===== src/rtl/unary_stream_encoder_pkg.sv =====
// ============================================================================
// Module   : unary_stream_encoder_pkg
// Purpose  : Shared unary-stream types and constants (also used by root stage).
// Revision : 1.0 - initial release
// ============================================================================
`default_nettype none

package unary_stream_encoder_pkg;

  localparam int c_DEFAULT_STREAM_LENGTH = 32;

  typedef enum logic [0:0] {
    IDLE   = 1'b0,
    STREAM = 1'b1
  } stream_state_t;

  // Counter width able to hold the values 0..stream_length inclusive.
  function automatic int count_width(input int stream_length);
    return $clog2(stream_length + 1);
  endfunction

endpackage

`default_nettype wire


===== src/rtl/unary_stream_encoder_if.sv =====
// ============================================================================
// Module   : unary_stream_encoder_if
// Purpose  : Word-in / unary-bit-out handshake bundle of the stream encoder.
// Revision : 1.0 - initial release
// ============================================================================
`default_nettype none

interface unary_stream_encoder_if
  import unary_stream_encoder_pkg::*;
#(
  parameter int COUNT_WIDTH = count_width(c_DEFAULT_STREAM_LENGTH)
);
  logic [COUNT_WIDTH-1:0] in_value;
  logic                   in_valid;
  logic                   in_ready;
  logic                   stream_bit;
  logic                   stream_valid;
  logic                   stream_ready;
  logic                   stream_last;
  logic                   saturated;
  logic                   busy;

  // Encoder side.
  modport master (
    input  in_value, in_valid, stream_ready,
    output in_ready, stream_bit, stream_valid, stream_last, saturated, busy
  );

  // Producer of words / consumer of the stream.
  modport slave (
    output in_value, in_valid, stream_ready,
    input  in_ready, stream_bit, stream_valid, stream_last, saturated, busy
  );
endinterface

`default_nettype wire


===== src/rtl/unary_bit_generator.sv =====
// ============================================================================
// Module   : unary_bit_generator
// Purpose  : Bit for a given beat: thermometer compare, or error-accumulator
//            spreading when UNARY_STREAM_DITHER_EN is defined.
// Revision : 1.0 - initial release
// ============================================================================
`default_nettype none

module unary_bit_generator #(
  parameter int STREAM_LENGTH = 32,
  parameter int COUNT_WIDTH   = 6
) (
  input  wire                   clk,
  input  wire                   reset,
  input  wire [COUNT_WIDTH-1:0] value,
  input  wire [COUNT_WIDTH-1:0] index,
  input  wire                   load,
  input  wire                   advance,
  output logic                  next_bit
);

`ifdef UNARY_STREAM_DITHER_EN
  localparam logic [COUNT_WIDTH:0] c_LEN = (COUNT_WIDTH+1)'(STREAM_LENGTH);

  logic [COUNT_WIDTH:0] r_acc;
  logic [COUNT_WIDTH:0] w_sum;
  wire                  w_unused_index = ^index;

  // r_acc holds the residue after the beat currently presented; a load
  // starts the new word from an empty accumulator.
  always_comb begin
    w_sum    = (load ? '0 : r_acc) + {1'b0, value};
    next_bit = (w_sum >= c_LEN);
  end

  always_ff @(posedge clk or negedge reset) begin
    if (!reset) begin
      r_acc <= '0;
    end else if (load || advance) begin
      r_acc <= next_bit ? (w_sum - c_LEN) : w_sum;
    end
  end
`else
  wire w_unused_ctrl = ^{clk, reset, load, advance};

  assign next_bit = (index < value);
`endif

endmodule

`default_nettype wire


===== src/rtl/unary_stream_encoder.sv =====
// ============================================================================
// Module   : unary_stream_encoder
// Purpose  : Binary word -> STREAM_LENGTH-beat unary stream with backpressure.
//            Optional build macro: UNARY_STREAM_DITHER_EN (spread ones).
// Revision : 1.0 - initial release
// ============================================================================
`default_nettype none

module unary_stream_encoder
  import unary_stream_encoder_pkg::*;
#(
  parameter int STREAM_LENGTH = c_DEFAULT_STREAM_LENGTH,
  parameter int COUNT_WIDTH   = count_width(STREAM_LENGTH)
) (
  input  wire                    clk,
  input  wire                    reset,
  unary_stream_encoder_if.master bus
);

  localparam logic [COUNT_WIDTH-1:0] c_LEN  = COUNT_WIDTH'(STREAM_LENGTH);
  localparam logic [COUNT_WIDTH-1:0] c_LAST = COUNT_WIDTH'(STREAM_LENGTH - 1);

  stream_state_t          r_state, w_state_n;
  logic [COUNT_WIDTH-1:0] r_beat, w_beat_n;
  logic [COUNT_WIDTH-1:0] r_value, w_value_n;
  logic                   r_stream_bit, w_stream_bit_n;
  logic                   r_stream_valid, w_stream_valid_n;
  logic                   r_stream_last, w_stream_last_n;
  logic                   r_saturated, w_saturated_n;
  logic                   r_busy, w_busy_n;

  logic [COUNT_WIDTH-1:0] w_clamped;
  logic [COUNT_WIDTH-1:0] w_beat_inc;
  logic [COUNT_WIDTH-1:0] w_gen_value;
  logic [COUNT_WIDTH-1:0] w_gen_index;
  logic                   w_accept;
  logic                   w_xfer;
  logic                   w_gen_bit;

  assign w_clamped  = (bus.in_value > c_LEN) ? c_LEN : bus.in_value;
  assign w_beat_inc = r_beat + COUNT_WIDTH'(1);
  assign w_accept   = bus.in_valid && (r_state == IDLE);
  assign w_xfer     = r_stream_valid && bus.stream_ready;

  // The generator always produces the bit of the beat about to be loaded.
  assign w_gen_value = (r_state == IDLE) ? w_clamped : r_value;
  assign w_gen_index = (r_state == IDLE) ? '0 : w_beat_inc;

  unary_bit_generator #(
    .STREAM_LENGTH(STREAM_LENGTH),
    .COUNT_WIDTH  (COUNT_WIDTH)
  ) u_bit_generator (
    .clk     (clk),
    .reset   (reset),
    .value   (w_gen_value),
    .index   (w_gen_index),
    .load    (w_accept),
    .advance (w_xfer && !r_stream_last),
    .next_bit(w_gen_bit)
  );

  always_ff @(posedge clk or negedge reset) begin
    if (!reset) begin
      r_state        <= IDLE;
      r_beat         <= '0;
      r_value        <= '0;
      r_stream_bit   <= 1'b0;
      r_stream_valid <= 1'b0;
      r_stream_last  <= 1'b0;
      r_saturated    <= 1'b0;
      r_busy         <= 1'b0;
    end else begin
      r_state        <= w_state_n;
      r_beat         <= w_beat_n;
      r_value        <= w_value_n;
      r_stream_bit   <= w_stream_bit_n;
      r_stream_valid <= w_stream_valid_n;
      r_stream_last  <= w_stream_last_n;
      r_saturated    <= w_saturated_n;
      r_busy         <= w_busy_n;
    end
  end

  always_comb begin
    w_state_n        = r_state;
    w_beat_n         = r_beat;
    w_value_n        = r_value;
    w_stream_bit_n   = r_stream_bit;
    w_stream_valid_n = r_stream_valid;
    w_stream_last_n  = r_stream_last;
    w_saturated_n    = r_saturated;
    w_busy_n         = r_busy;
    case (r_state)
      IDLE: begin
        if (w_accept) begin
          w_state_n        = STREAM;
          w_value_n        = w_clamped;
          w_saturated_n    = (bus.in_value > c_LEN);
          w_beat_n         = '0;
          w_stream_bit_n   = w_gen_bit;
          w_stream_valid_n = 1'b1;
          w_stream_last_n  = (c_LAST == '0);
          w_busy_n         = 1'b1;
        end
      end
      STREAM: begin
        if (w_xfer) begin
          if (r_stream_last) begin
            w_state_n        = IDLE;
            w_stream_bit_n   = 1'b0;
            w_stream_valid_n = 1'b0;
            w_stream_last_n  = 1'b0;
            w_busy_n         = 1'b0;
          end else begin
            w_beat_n         = w_beat_inc;
            w_stream_bit_n   = w_gen_bit;
            w_stream_last_n  = (w_beat_inc == c_LAST);
          end
        end
      end
      default: w_state_n = IDLE;
    endcase
  end

  assign bus.in_ready     = (r_state == IDLE);
  assign bus.stream_bit   = r_stream_bit;
  assign bus.stream_valid = r_stream_valid;
  assign bus.stream_last  = r_stream_last;
  assign bus.saturated    = r_saturated;
  assign bus.busy         = r_busy;

endmodule

`default_nettype wire


===== src/flat_wrapper.sv =====
// flat-port wrapper written by rule: the top's interface ports become plain ports
module unary_stream_encoder_flat import unary_stream_encoder_pkg::*;
#(
  parameter int STREAM_LENGTH = c_DEFAULT_STREAM_LENGTH,
  parameter int COUNT_WIDTH   = count_width(STREAM_LENGTH)
)
  (clk, reset, bus_in_value, bus_in_valid, bus_stream_ready, bus_in_ready, bus_stream_bit, bus_stream_valid, bus_stream_last, bus_saturated, bus_busy);
  unary_stream_encoder_if #(.COUNT_WIDTH(COUNT_WIDTH)) bus_i ();
  input  wire clk;
  input  wire reset;
  input wire logic [$bits(bus_i.in_value)-1:0] bus_in_value;
  input wire logic [$bits(bus_i.in_valid)-1:0] bus_in_valid;
  input wire logic [$bits(bus_i.stream_ready)-1:0] bus_stream_ready;
  output wire logic [$bits(bus_i.in_ready)-1:0] bus_in_ready;
  output wire logic [$bits(bus_i.stream_bit)-1:0] bus_stream_bit;
  output wire logic [$bits(bus_i.stream_valid)-1:0] bus_stream_valid;
  output wire logic [$bits(bus_i.stream_last)-1:0] bus_stream_last;
  output wire logic [$bits(bus_i.saturated)-1:0] bus_saturated;
  output wire logic [$bits(bus_i.busy)-1:0] bus_busy;
  assign bus_i.in_value = bus_in_value;
  assign bus_i.in_valid = bus_in_valid;
  assign bus_i.stream_ready = bus_stream_ready;
  assign bus_in_ready = bus_i.in_ready;
  assign bus_stream_bit = bus_i.stream_bit;
  assign bus_stream_valid = bus_i.stream_valid;
  assign bus_stream_last = bus_i.stream_last;
  assign bus_saturated = bus_i.saturated;
  assign bus_busy = bus_i.busy;
  unary_stream_encoder #(.STREAM_LENGTH(STREAM_LENGTH), .COUNT_WIDTH(COUNT_WIDTH)) u_core (.clk(clk), .reset(reset), .bus(bus_i));
endmodule

===== config.mk =====
export PLATFORM = sky130hd
export DESIGN_NAME = unary_stream_encoder_flat
export DESIGN_NICKNAME = d
export VERILOG_FILES = /design/src/rtl/unary_stream_encoder_pkg.sv /design/src/rtl/unary_stream_encoder_if.sv /design/src/rtl/unary_bit_generator.sv /design/src/rtl/unary_stream_encoder.sv /design/src/flat_wrapper.sv
export SDC_FILE = /design/constraint.sdc
export NUM_CORES = 1
export LEC_CHECK = 0
export ABC_AREA = 1
export CAP_MARGIN = 20
export CORE_AREA = 2 2 47 49
export DETAILED_ROUTE_END_ITERATION = 8
export DIE_AREA = 0 0 49 51
export GPL_ROUTABILITY_DRIVEN = 0
export HOLD_SLACK_MARGIN = 0.08
export MAX_ROUTING_LAYER = met4
export PLACE_DENSITY = 0.79
export SKIP_LAST_GASP = 1
export SYNTH_ARGS = -nofsm -noshare
export SYNTH_HDL_FRONTEND = slang
export SYNTH_SLANG_ARGS = --single-unit

===== constraint.sdc =====
create_clock -name clk -period 4.05 [get_ports clk]
set_input_delay 0.81 -clock clk [delete_from_list [all_inputs] [get_ports clk]]
set_output_delay 0.81 -clock clk [all_outputs]
set_load 0.1 [all_outputs]

======== After elaboration in Yosys (flattened, before gate mapping) ========
Index checks and enable logic that the tools add are counted.
cells by class
  add/subtract/negate cells ............... 1
  magnitude comparators ................... 2
  equality and inequality tests ........... 5
  muxes and demuxes ....................... 23
  bitwise operators ....................... 1
  reductions and logical operators ........ 6
operators with widths
  operator                                               count
  2-to-1 mux 6 bit                                       6
  2-to-1 mux 1 bit                                       12
  one-hot mux 6 bit (2 select lines)                     1
  one-hot mux 1 bit (2 select lines)                     4
  adder 6 x 1 -> 6 bit, second input constant            1
  == test 6 x 5 -> 1 bit, second input constant          1
  > comparator 6 bit, second input constant              1
  < comparator 6 bit                                     1
  inequality test 2 bit, second input constant           3
  AND reduction 3 bit                                    2
  AND reduction 2 bit                                    2
  logical AND 1 bit                                      2
  inequality test 2 x 1 -> 1 bit, second input constant  1
  inverter 1 bit                                         1
word-level totals
  register bits after elaboration ......... 17
  input port bits ......................... 10
  logic and storage cells ................. 45

======== Logic depth before layout (Yosys ltp) ========
  depth in word-level cells ............... 7
  depth in mapped cells ................... 14
  depth with buffers taken out ............ 14

======== Modules after synthesis ========
From an unflattened synthesis, not the netlist that was laid out.
second synthesis, totals
  cell total of the unflattened synthesis .. 152
  area total of the unflattened synthesis .. 1118.6 um^2
modules (own cells, without submodules)
  module                instances  cells an instance  area an instance (um^2)
  unary_stream_encoder  1          126                970.9
  unary_bit_generator   1          26                 147.6

======== Worst setup path before layout ========
No wires, ideal clock.
  kind .................................... register to output
  start point ............................. register u_core.r_stream_valid (netlist: u_core.bus.stream_valid)
  end point ............................... output bus_stream_valid
  arrival time ............................ 1371 ps
  data required time ...................... 3240 ps
  path slack .............................. 1869 ps
  cell stages (with the launch flop) ...... 2
  cell sequence ........................... dfrtp_1 buf_4
RTL lines
  what                      RTL line                    text
  start: declaration        unary_stream_encoder.sv:27  logic r_stream_valid, w_stream_valid_n;
  start signal: assignment  unary_stream_encoder.sv:77  r_stream_valid <= w_stream_valid_n;
  end: declaration          flat_wrapper.sv:16          output wire logic [$bits(bus_i.stream_valid)-1:0] bus_stream_valid;
No word-level cell between the ends.

======== Worst setup path after layout ========
  start point ............................. register u_core.r_state
  end point ............................... output bus_in_ready
between the ends
  word-level cells in the longest chain between the ends .. 1
RTL lines
  what                      RTL line                    text
  start: declaration        unary_stream_encoder.sv:23  stream_state_t r_state, w_state_n;
  start signal: assignment  unary_stream_encoder.sv:73  r_state <= w_state_n;
  inverter 1 bit (no line)  --
  end: declaration          flat_wrapper.sv:14          output wire logic [$bits(bus_i.in_ready)-1:0] bus_in_ready;
Every way passes these cells.

==> flow_summary.yaml <==
detailed_routing:
  routed_wl_mm: 2.09
  drt-initial-drc-count: 17
  wl_per_cell_um: 11.7
  ant_nets: 0
  dr.pass1.iters: 4
  vias: 897
  drc_errors: 0
  viasPerCell: 5.01
floorplan:
  row_count: 17
  die-height_um: 51
  core_area_um2: 2060
  dieArea_um2: 2500
  die_width_um: 49
  initial_core_util_pct: 51.2
  io_pins: 16
sta:
  setup_violations: 0
  slew_headroom_pct: 35.0
  worst_pin_slew_ns: 0.973
  post-route-period-util_pct: 75.3
  skew_ns: 0.00601
  drv_slew: 0
  final-hold-violation-count: 0
  max_freq_mhz: 328
  fin_crit_ns: 3.05
  setup_tns_ns: 0
  rsz0062_at_grt: "false"
synthesis:
  yosys_warnings: 0
  syn_area_per_cell_um2: 7.89
  yosysUniqueCellTypes: 25
  syn-num-nets: 151
  syn_area_um2: 1060
  seq_area_frac_synth_pct: 40.2
  synth_top_area_share_pct: 40.2
  synth_top_area_cell: "dfrtp_1"
  netlist_instances: 134
  synthTopCellsByArea: "dfrtp_1 (40%), nand2_1 (11%), ha_1 (8.3%)"
  ys_ff_latch: 17
setup_path:
  slowest_delay_ns: 1.20
  worstSetupEndpoint: "bus_in_ready"
  cp_top_family: "buffers and inverters"
  r2r_start: "u_core.r_beat[0]$_DFFE_PN0P_"
  arrival_ns: 2.24
  crit_cells: 2
  crit_buf_inv: 2
  cp-startpoint: "u_core.r_state$_DFF_PN0_"
  cp_slowest_cell: "clkdlybuf4s50_1"
  path_cells: "inv_2 > clkdlybuf4s50_1"
  ff2ff_setup_slack_ns: 2.14
  worstPathRequired_ns: 3.24
  r2r_cells: 12
  startpoint_type: "flip-flop"
  path_class: "flip-flop to output pin"
  end_kind: "output pin"
  r2r-end: "u_core.bus.stream_bit$_DFFE_PN0P_"
  crit_fanout: 18
clocking:
  cts_max_level: 1
  clock_latency_ns: 0.30
  root_buffer: "clkbuf_4"
  cts_setup_buffers: 0
  cts.reportedPaths.clkPinSlew_ns: 0.11
  ctsResizeCount: 0
  cts_tree: "yes"
  cts_made_buffers: 3
  cts_buffer_depth: 2
  clkSinkCount: 17
  hold_buffers: 0
placed_design:
  dp.cells: 175
  dpl_cell_area_um2: 1230
  hpwl_mm: 1.64
  portBuffers: 15
run_status:
  status: "finished, final reports clean"
global_route:
  antenna_found_initial: 0
  grt_max_degree: 19
  grt_first_pass_wirelength_mm: 3.85
  grt_pass1_vias: 915
  gr-total-overflow: 0
  grt_use_total_pct: 20.8
finish:
  postLayoutCoreUtil_pct: 60.9
  final_cell_area_um2: 1260
  fill_cells: 193
  final_net_count: 169
  finalNonFillerCells: 179
  drive_above_1_share_pct: 9.27
  num_antenna_cells: 0
  syn_to_final_growth_pct: 18.9
power_and_ir_drop:
  p_leak_nw: 0.684
  power_density_nw_per_um2: 224
  peakVddDrop_v: 0.000137
  total_power_mw: 0.281
hold_path:
  hold_class: "flip-flop to flip-flop"
run:
  drv_cap: 0
==> how the worst min path moves through the flow <==
stage	cells past startpoint	start	end
5_1_grt	2	u_core.r_value[0]$_DFFE_PN0P_	u_core.r_value[0]$_DFFE_PN0P_
2_1_floorplan	2	u_core.r_value[5]$_DFFE_PN0P_	u_core.r_value[5]$_DFFE_PN0P_
4_1_cts	2	u_core.r_value[0]$_DFFE_PN0P_	u_core.r_value[0]$_DFFE_PN0P_
3_3_place_gp	2	u_core.r_value[5]$_DFFE_PN0P_	u_core.r_value[5]$_DFFE_PN0P_
3_5_place_dp	2	u_core.r_value[0]$_DFFE_PN0P_	u_core.r_value[0]$_DFFE_PN0P_
6_report	2	u_core.r_value[0]$_DFFE_PN0P_	u_core.r_value[0]$_DFFE_PN0P_
==> cells in the mapped netlist (all sizes together) <==
cell type   n
clkinv      1
o21a        1
ha          7
a211oi      1
inv        21
or2         1
o21ai      12
o22ai       2
nand3      17
dfrtp      17
nand4       1
xor2        2
nand3b      1
buf         2
nor2       11
a21oi       1
nand2      34
xnor2       2
==> metal layers <==
metal | vias to the layer above | track usage, % | part of all wire [%]
met4 | 0 | 10.0 | 1.7
met1 | 408 | 24.4 | 44
met2 | 21 | 35.8 | 51
li1 | 464 | - | -
met3 | 4 | 2.63 | 3.2
met5 | - | - | 0
==> worst register-to-register path: cells and delay by family (launching register included) <==
family                     cells  cell delay [ns]
buffers and inverters          1             0.06
xor gates and xnor gates       1             0.17
AOI/OAI and AO/OA              1             0.13
and+or+nand+nor                7             0.51
adders and majority gates      2             0.52
DFF                            1             0.44
==> layout by cell type, fill, tap and decap left out, types with 3 or more instances in the layout <==
| cell | count |
|---|---|
| dfrtp_1 | 17 |
| nand2_1 | 31 |
| nor2_1 | 10 |
| ha_1 | 7 |
| o21ai_1 | 3 |
| clkbuf_4 | 3 |
| nand2_4 | 3 |
| clkdlybuf4s50_1 | 15 |
| nand3_1 | 15 |
| inv_1 | 19 |
| o21ai_0 | 9 |
==> layout make-up <==
| class | count | area, µm² | area share [%] |
|---|---|---|---|
| Tap cell | 28 | 35.0 | 2.79 |
| Clock inverter | 1 | 5.00 | 0.398 |
| Clock buffer | 3 | 22.5 | 1.79 |
| Inverter | 22 | 82.6 | 6.57 |
| Timing Repair Buffer | 15 | 150 | 11.9 |
| Multi-Input combinational cell | 93 | 537 | 42.7 |
| Sequential cell | 17 | 425 | 33.8 |
==> sequential cells by signal, summed over array words and instances (netlist names) <==
name / cells
u_core.bus.stream_last: 1
u_core.r_value: 6
u_core.bus.stream_bit: 1
u_core.bus.stream_valid: 1
u_core.r_state: 1
u_core.bus.saturated: 1
u_core.r_beat: 6
==> where the power goes <==
part / leakage [nW] / total (mW) / internal (mW) / switching, mW
combinational: 0.465 / 0.0168 / 0.00840 / 0.00840
clock: 0.0177 / 0.0946 / 0.0368 / 0.0578
sequential: 0.201 / 0.170 / 0.170 / 0
total: 0.684 / 0.281 / 0.215 / 0.0662
==> cells by family after synthesis <==
| group | share of synthesized area, % |
|---|---|
| and+or+nand+nor | 29.2 |
| adders and majority gates | 8.28 |
| AOI/OAI and AO/OA | 9.23 |
| xor gates and xnor gates | 4.02 |
| DFF | 40.2 |
| buffers and inverters | 8.99 |
==> metrics by stage <==
step	hold WS, ns	setup WS [ns]
finish	0.501	1.00
global route	0.524	0.919
floorplan	0.448	1.87
global placement	0.471	1.37
CTS	0.499	1.01
detailed placement	0.473	1.34
Note: power is estimated with default switching activity, not from simulation.
